$ cat src/rtl/red_pitaya_fads_sort_scheduler_pkg.sv
// rtl/red_pitaya_fads_sort_scheduler_pkg.sv - shared FADS sort scheduler types and defaults
// Purpose: FSM state encoding and default widths shared by the sort scheduler
//          and the FADS classifier.
// Ports:   none (package)
package red_pitaya_fads_sort_scheduler_pkg;

   localparam int FADS_TW  = 32;   // timestamp / delay / width counter bits
   localparam int FADS_QAW = 3;    // log2 of pending-event queue depth
   localparam int FADS_CW  = 32;   // status counter bits

   typedef enum logic [1:0] {
      ST_IDLE  = 2'd0,
      ST_PULSE = 2'd1,
      ST_GAP   = 2'd2
   } sort_state_t;

endpackage

$ cat src/rtl/fads_event_fifo.sv
// rtl/fads_event_fifo.sv - show-ahead FIFO of pending sort deadlines
// Purpose: holds due timestamps of sort events in arrival order.
// Ports:   clk, rst (async active-high), push/push_data, pop, flush,
//          head (show-ahead data), full, empty, count (occupancy).
module fads_event_fifo #(
   parameter int W  = 32,
   parameter int AW = 3
)(
   input  logic          clk,
   input  logic          rst,
   input  logic          push,
   input  logic [W-1:0]  push_data,
   input  logic          pop,
   input  logic          flush,
   output logic [W-1:0]  head,
   output logic          full,
   output logic          empty,
   output logic [AW:0]   count
);

   localparam int DEPTH = 1 << AW;

   logic [W-1:0]  mem [DEPTH];
   logic [AW-1:0] wr_ptr;
   logic [AW-1:0] rd_ptr;
   logic          do_push;
   logic          do_pop;

   assign full    = count[AW];
   assign empty   = (count == '0);
   assign head    = mem[rd_ptr];
   assign do_pop  = pop & ~empty;
   // a full queue still accepts a push when the head leaves in the same cycle
   assign do_push = push & (~full | do_pop);

   always_ff @(posedge clk or posedge rst) begin
      if (rst) begin
         wr_ptr <= '0;
         rd_ptr <= '0;
         count  <= '0;
      end else if (flush) begin
         wr_ptr <= '0;
         rd_ptr <= '0;
         count  <= '0;
      end else begin
         if (do_push) wr_ptr <= wr_ptr + AW'(1);
         if (do_pop)  rd_ptr <= rd_ptr + AW'(1);
         case ({do_push, do_pop})
            2'b10:   count <= count + (AW+1)'(1);
            2'b01:   count <= count - (AW+1)'(1);
            default: count <= count;
         endcase
      end
   end

   always_ff @(posedge clk) begin
      if (do_push && !flush) mem[wr_ptr] <= push_data;
   end

endmodule

$ cat src/rtl/red_pitaya_fads_sort_scheduler.sv
// rtl/red_pitaya_fads_sort_scheduler.sv - delayed sort pulse scheduler for FADS
// Purpose: turns classifier sort decisions into sort pulses that fire a
//          programmable delay later, with a FIFO of pending deadlines.
// Ports:   adc_clk_i/adc_rst_i clock and async reset; sort_trig_i, enable_i,
//          flush_i control; sort_delay_i/pulse_width_i/pulse_gap_i timing;
//          sort_pulse_o, asg_trig_o outputs; pending_o occupancy;
//          fired/late/dropped saturating status counters.
module red_pitaya_fads_sort_scheduler
   import red_pitaya_fads_sort_scheduler_pkg::*;
#(
   parameter int            TW      = FADS_TW,
   parameter int            QAW     = FADS_QAW,
   parameter int            CW      = FADS_CW,
   parameter logic [TW-1:0] NOW_RST = '0      // timestamp value after reset
)(
   input  logic          adc_clk_i,
   input  logic          adc_rst_i,
   input  logic          sort_trig_i,
   input  logic          enable_i,
   input  logic          flush_i,
   input  logic [TW-1:0] sort_delay_i,
   input  logic [TW-1:0] pulse_width_i,
   input  logic [TW-1:0] pulse_gap_i,
   output logic          sort_pulse_o,
   output logic          asg_trig_o,
   output logic [QAW:0]  pending_o,
   output logic [CW-1:0] fired_cnt_o,
   output logic [CW-1:0] late_cnt_o,
   output logic [CW-1:0] dropped_cnt_o
);

   // delays beyond half the timestamp range would break the wrap-safe compare
   localparam logic [TW-1:0] D_MAX = {1'b0, {(TW-1){1'b1}}};
   localparam logic [TW-1:0] ONE   = TW'(1);

   sort_state_t   state, state_next;
   logic [TW-1:0] timer, timer_next;
   logic          asg_q;
   logic          trig_q;
   logic [TW-1:0] now;
   logic [TW-1:0] d_eff, w_eff, due, head, el;
   logic          fifo_full, fifo_empty;
   logic          trig_event, ready, launch;

   always_ff @(posedge adc_clk_i or posedge adc_rst_i) begin
      if (adc_rst_i) begin
         trig_q <= 1'b0;
         now    <= NOW_RST;
      end else begin
         trig_q <= sort_trig_i;
         now    <= now + ONE;
      end
   end

   assign trig_event = sort_trig_i & ~trig_q & enable_i & ~flush_i;

   always_comb begin
      d_eff = sort_delay_i;
      if (sort_delay_i == '0)       d_eff = ONE;
      else if (sort_delay_i > D_MAX) d_eff = D_MAX;
   end

   assign w_eff = (pulse_width_i == '0) ? ONE : pulse_width_i;
   assign due   = now + d_eff;
   // elapsed time since the head deadline; negative (MSB set) means not yet due
   assign el    = now - head;
   assign ready = ~fifo_empty & ~el[TW-1];
   // the end of a gap doubles as an idle cycle so the gap is exactly G clocks
   assign launch = ~flush_i & ready &
                   ((state == ST_IDLE) | ((state == ST_GAP) & (timer == '0)));

   fads_event_fifo #(.W(TW), .AW(QAW)) u_fifo (
      .clk       (adc_clk_i),
      .rst       (adc_rst_i),
      .push      (trig_event),
      .push_data (due),
      .pop       (launch),
      .flush     (flush_i),
      .head      (head),
      .full      (fifo_full),
      .empty     (fifo_empty),
      .count     (pending_o)
   );

   // state register
   always_ff @(posedge adc_clk_i or posedge adc_rst_i) begin
      if (adc_rst_i) begin
         state <= ST_IDLE;
         timer <= '0;
         asg_q <= 1'b0;
      end else begin
         state <= state_next;
         timer <= timer_next;
         asg_q <= launch;
      end
   end

   // next-state logic; timer holds remaining cycles minus one
   always_comb begin
      state_next = state;
      timer_next = timer;
      if (flush_i) begin
         state_next = ST_IDLE;
         timer_next = '0;
      end else begin
         case (state)
            ST_IDLE: begin
               if (launch) begin
                  state_next = ST_PULSE;
                  timer_next = w_eff - ONE;
               end
            end
            ST_PULSE: begin
               if (timer == '0) begin
                  if (pulse_gap_i != '0) begin
                     state_next = ST_GAP;
                     timer_next = pulse_gap_i - ONE;
                  end else begin
                     state_next = ST_IDLE;
                  end
               end else begin
                  timer_next = timer - ONE;
               end
            end
            ST_GAP: begin
               if (timer == '0) begin
                  if (launch) begin
                     state_next = ST_PULSE;
                     timer_next = w_eff - ONE;
                  end else begin
                     state_next = ST_IDLE;
                  end
               end else begin
                  timer_next = timer - ONE;
               end
            end
            default: begin
               state_next = ST_IDLE;
               timer_next = '0;
            end
         endcase
      end
   end

   // outputs
   always_comb begin
      sort_pulse_o = (state == ST_PULSE);
      asg_trig_o   = asg_q;
   end

   always_ff @(posedge adc_clk_i or posedge adc_rst_i) begin
      if (adc_rst_i) begin
         fired_cnt_o   <= '0;
         late_cnt_o    <= '0;
         dropped_cnt_o <= '0;
      end else begin
         if (launch && fired_cnt_o != '1)
            fired_cnt_o <= fired_cnt_o + CW'(1);
         if (launch && el != '0 && late_cnt_o != '1)
            late_cnt_o <= late_cnt_o + CW'(1);
         if (trig_event && fifo_full && !launch && dropped_cnt_o != '1)
            dropped_cnt_o <= dropped_cnt_o + CW'(1);
      end
   end

endmodule

$ cat config.mk
export PLATFORM = sky130hd
export DESIGN_NAME = red_pitaya_fads_sort_scheduler
export DESIGN_NICKNAME = d
export VERILOG_FILES = /design/src/rtl/red_pitaya_fads_sort_scheduler_pkg.sv /design/src/rtl/fads_event_fifo.sv /design/src/rtl/red_pitaya_fads_sort_scheduler.sv
export SDC_FILE = /design/constraint.sdc
export NUM_CORES = 1
export LEC_CHECK = 0
export BUFFER_PORTS_ARGS = -buffer_cell sky130_fd_sc_hd__buf_2
export CELL_PAD_IN_SITES_DETAIL_PLACEMENT = 1
export CELL_PAD_IN_SITES_GLOBAL_PLACEMENT = 2
export CORE_MARGIN = 8
export CORE_UTILIZATION = 44
export CTS_CLUSTER_DIAMETER = 120
export DETAILED_ROUTE_END_ITERATION = 12
export PLACE_DENSITY_LB_ADDON = 0.1
export SYNTH_ARGS = -nofsm -noshare
export SYNTH_HDL_FRONTEND = slang
export SYNTH_SLANG_ARGS = --single-unit
$ cat constraint.sdc
create_clock -name adc_clk_i -period 22.9 [get_ports adc_clk_i]
set_input_delay 3.435 -clock adc_clk_i [delete_from_list [all_inputs] [get_ports adc_clk_i]]
set_output_delay 3.435 -clock adc_clk_i [all_outputs]
set_load 0.02 [all_outputs]
==> results.toml <==
[run_status]
status = "finished, final reports clean"

[place]
placed_area_mm2 = 0.0251
place_congestion = 0.869
portBuffers = 202
dp_hpwl_mm = 48.0

[flow_run]
max_cap_violations = 0

[sta]
fin_crit_sh = 0.343
min_period_ns = 7.87
fin_tns_setup_ns = 0
drv_slew = 0
setup_viol = 0
worst_pin_slew_ns = 1.12
rsz0062_at_grt = "false"
whs_ns = 0.483
finClkSkew_ns = 0.0142
hold_violations = 0
slew_headroom = 0.250
fmax_ghz = 0.127

[synthesis]
yosys.area_share.simple = 0.156
synth-seq-cells = 430
yosysUniqueCellTypes = 88
syn_inst = 2012
syn_nets = 2188
yosys-top-cells-area = "edfxtp_1 33%, dfrtp_1 19%, xnor2_1 6.6%"
synth_compound_gate_area_share = 0.0918
synth_top_family_by_area = "simple AND/OR/NAND/NOR gates"
synthArstFlopShare = 0.405
syn_area_per_cell_um2 = 11.6
synthMuxAreaShare = 0.0808
yosys-top-cells-count = "256 x edfxtp_1, 179 x nor2_1, 176 x xnor2_1, 174 x dfrtp_1, 124 x nand2_1"
synth_top_area_share = 0.329
synth_xor_area_frac = 0.0926
yosys.area_share.adder = 0.0408
ys.flop_type = "edfxtp_1"
synth_top_area_cell = "edfxtp_1"
ys_warn_count = 0
synth-edff-count = 256
synth_area_mm2 = 0.0234
ys_seq_area_frac = 0.515
synth_most_common_cell = "edfxtp_1"

[grt]
grt_pass1_wl_mm = 104
grt_max_degree = 122
antenna_found_initial = 1
grt_pass1_vias = 17800
track_usage = 0.218
grt.overflow.total = 0

[die]
die-width_um = 246
row_count = 84
fp.dieH_um = 246
design.die.area_mm2 = 0.0607
core_area_mm2 = 0.0526
initial_utilization = 0.445
io_pins = 203

[clock_tree]
cts_setup_buffers = 0
hold_buffers = 0
cts_resized = 0
root_buffer = "clkbuf_16"
cts_max_level = 2
cts_sinks = 430
cts_tree = "built"
clkTransAtPathRegs_ns = 0.06
clock_latency_ns = 0.59
cts.path.max_buffers = 3
cts_made_buffers = 49

[power]
power_density_mw_per_mm2 = 91.0
peakVddDrop_mv = 0.0786
power_leakage_nw = 10.5

[drt]
drc = 0
via_count = 17100
first_pass_iters = 5
wl_per_cell_um = 22.9
post_drt_via_cell_ratio = 5.80
drt_wl_total_mm = 67.3
antenna_left = 0
drtIter0Drc = 915

[cells_and_area]
syn2layout_area_growth_pct = 14.7
drive_gt1_frac = 0.199
num-fill-cells = 5527
final_area_mm2 = 0.0268
layout.nets = 2387

[setup_path]
critPathKind = "in -> reg"
worstPathMaxFanout = 8
worstPathArrival_ns = 8.17
cp.required_ns = 23.21
crit_path_end_kind = "flop"
critPathLaunchType = "input port"

[min_path]
min-delay-path-class = "reg -> reg"
[path summary, 6_finish.rpt]
kind | startpoint | endpoint | slack, ns | cells past startpoint
min in group asynchronous | adc_rst_i | late_cnt_o[18] | 3.04 | 2
hold / removal | fired_cnt_o[24] | fired_cnt_o[24] | 0.48 | 1
max in group asynchronous | adc_rst_i | u_fifo.rd_ptr[0] | 18.41 | 3
hold reg to reg | fired_cnt_o[24] | fired_cnt_o[24] | 0.48 | 1
setup / recovery | sort_delay_i[24] | u_fifo.mem[4][30] | 15.03 | 18
setup reg to reg | u_fifo.rd_ptr[0] | u_fifo.mem[3][3] | 15.73 | 15
[worst max-delay path: stages]
cell,delay (ns)
buf_2,0.10
nor4_1,0.69
nand4_1,0.42
o21ai_0,0.28
ha_1,0.19
inv_1,0.05
fa_1,0.39
nor2b_1,0.19
o2111ai_1,0.15
nand4_1,0.15
nand2_1,0.06
o21ai_0,0.39
a41oi_1,0.33
o211ai_1,0.41
nand4_1,0.14
o21ai_0,0.14
o22ai_1,0.14
xnor2_1,0.49
[layout make-up]
type / instances / area [um^2] / share of cell area
Multi-Input combinational cell: 1459 / 10900 / 0.405
Timing Repair Buffer: 224 / 1180 / 0.0439
Clock inverter: 29 / 304 / 0.0113
Inverter: 47 / 185 / 0.00691
Clock buffer: 63 / 1360 / 0.0508
Tap cell: 688 / 861 / 0.0321
Antenna cell: 1 / 2.50 / 0.0000934
Sequential cell: 430 / 12000 / 0.450
[routing by layer]
| layer | global-route usage | routed length, um | vias to the layer above |
|---|---|---|---|
| li1 | - | - | 7927 |
| met5 | 0 | 13 | - |
| met3 | 0.0373 | 3340 | 84 |
| met4 | 0.0580 | 1460 | 2 |
| met1 | 0.304 | 31000 | 8715 |
| met2 | 0.350 | 31500 | 336 |
[power by group]
part / internal (W) / switching (W) / total [W]
combinational: 0.000289 / 0.000413 / 0.000702
sequential: 0.000870 / 0.0000670 / 0.000937
clock: 0.000469 / 0.000331 / 0.000800
total: 0.00163 / 0.000811 / 0.00244
[cells by family after synthesis]
family                   count (synthesis)
AND/OR/NAND/NOR                        702
XOR/XNOR                               247
AO/OA/AOI/OAI                          327
multiplexers                           108
adder cells (fa/ha/maj)                 75
flip-flops                             430
buffers and inverters                  123
[registers in the layout (all words and copies together), names as in the netlist]
| register | count |
|---|---|
| dropped_cnt_o | 32 |
| u_fifo.wr_ptr | 3 |
| now | 32 |
| u_fifo.rd_ptr | 3 |
| timer | 32 |
| u_fifo.count | 4 |
| trig_q | 1 |
| asg_trig_o | 1 |
| late_cnt_o | 32 |
| fired_cnt_o | 32 |
| state | 2 |
| u_fifo.mem | 256 |
[per-stage QoR]
step | instances | total power (W) | utilization | worst slack, ns
2_1_floorplan | 2012 | 0.00146 | - | 14.66
3_3_place_gp | 2848 | 0.00164 | 0.478 | 14.62
3_5_place_dp | 2848 | 0.00165 | 0.478 | 14.44
4_1_cts | 2940 | 0.00246 | 0.510 | 15.09
5_1_grt | 2940 | 0.00257 | 0.510 | 14.81
6_report | 2941 | 0.00244 | 0.510 | 15.03
[cells in the final DEF, fill, tap and decap left out, types with 13 or more instances in the layout]
master	instances
edfxtp_1	256
buf_2	202
xnor2_1	176
nor2_1	175
dfrtp_1	171
nand2_1	124
a21oi_1	105
nand3_1	76
ha_1	73
xor2_1	71
mux4_2	64
clkbuf_16	50
o21ai_0	45
nand4_1	45
inv_1	45
nor3_1	42
mux2i_1	39
and3_1	38
or2_2	34
nor4_1	33
a21o_1	26
buf_4	22
o211ai_1	20
and2_1	17
or3_1	17
a221oi_1	16
nand2b_1	15
a31oi_1	13
Note: power is estimated with default switching activity, not from simulation.
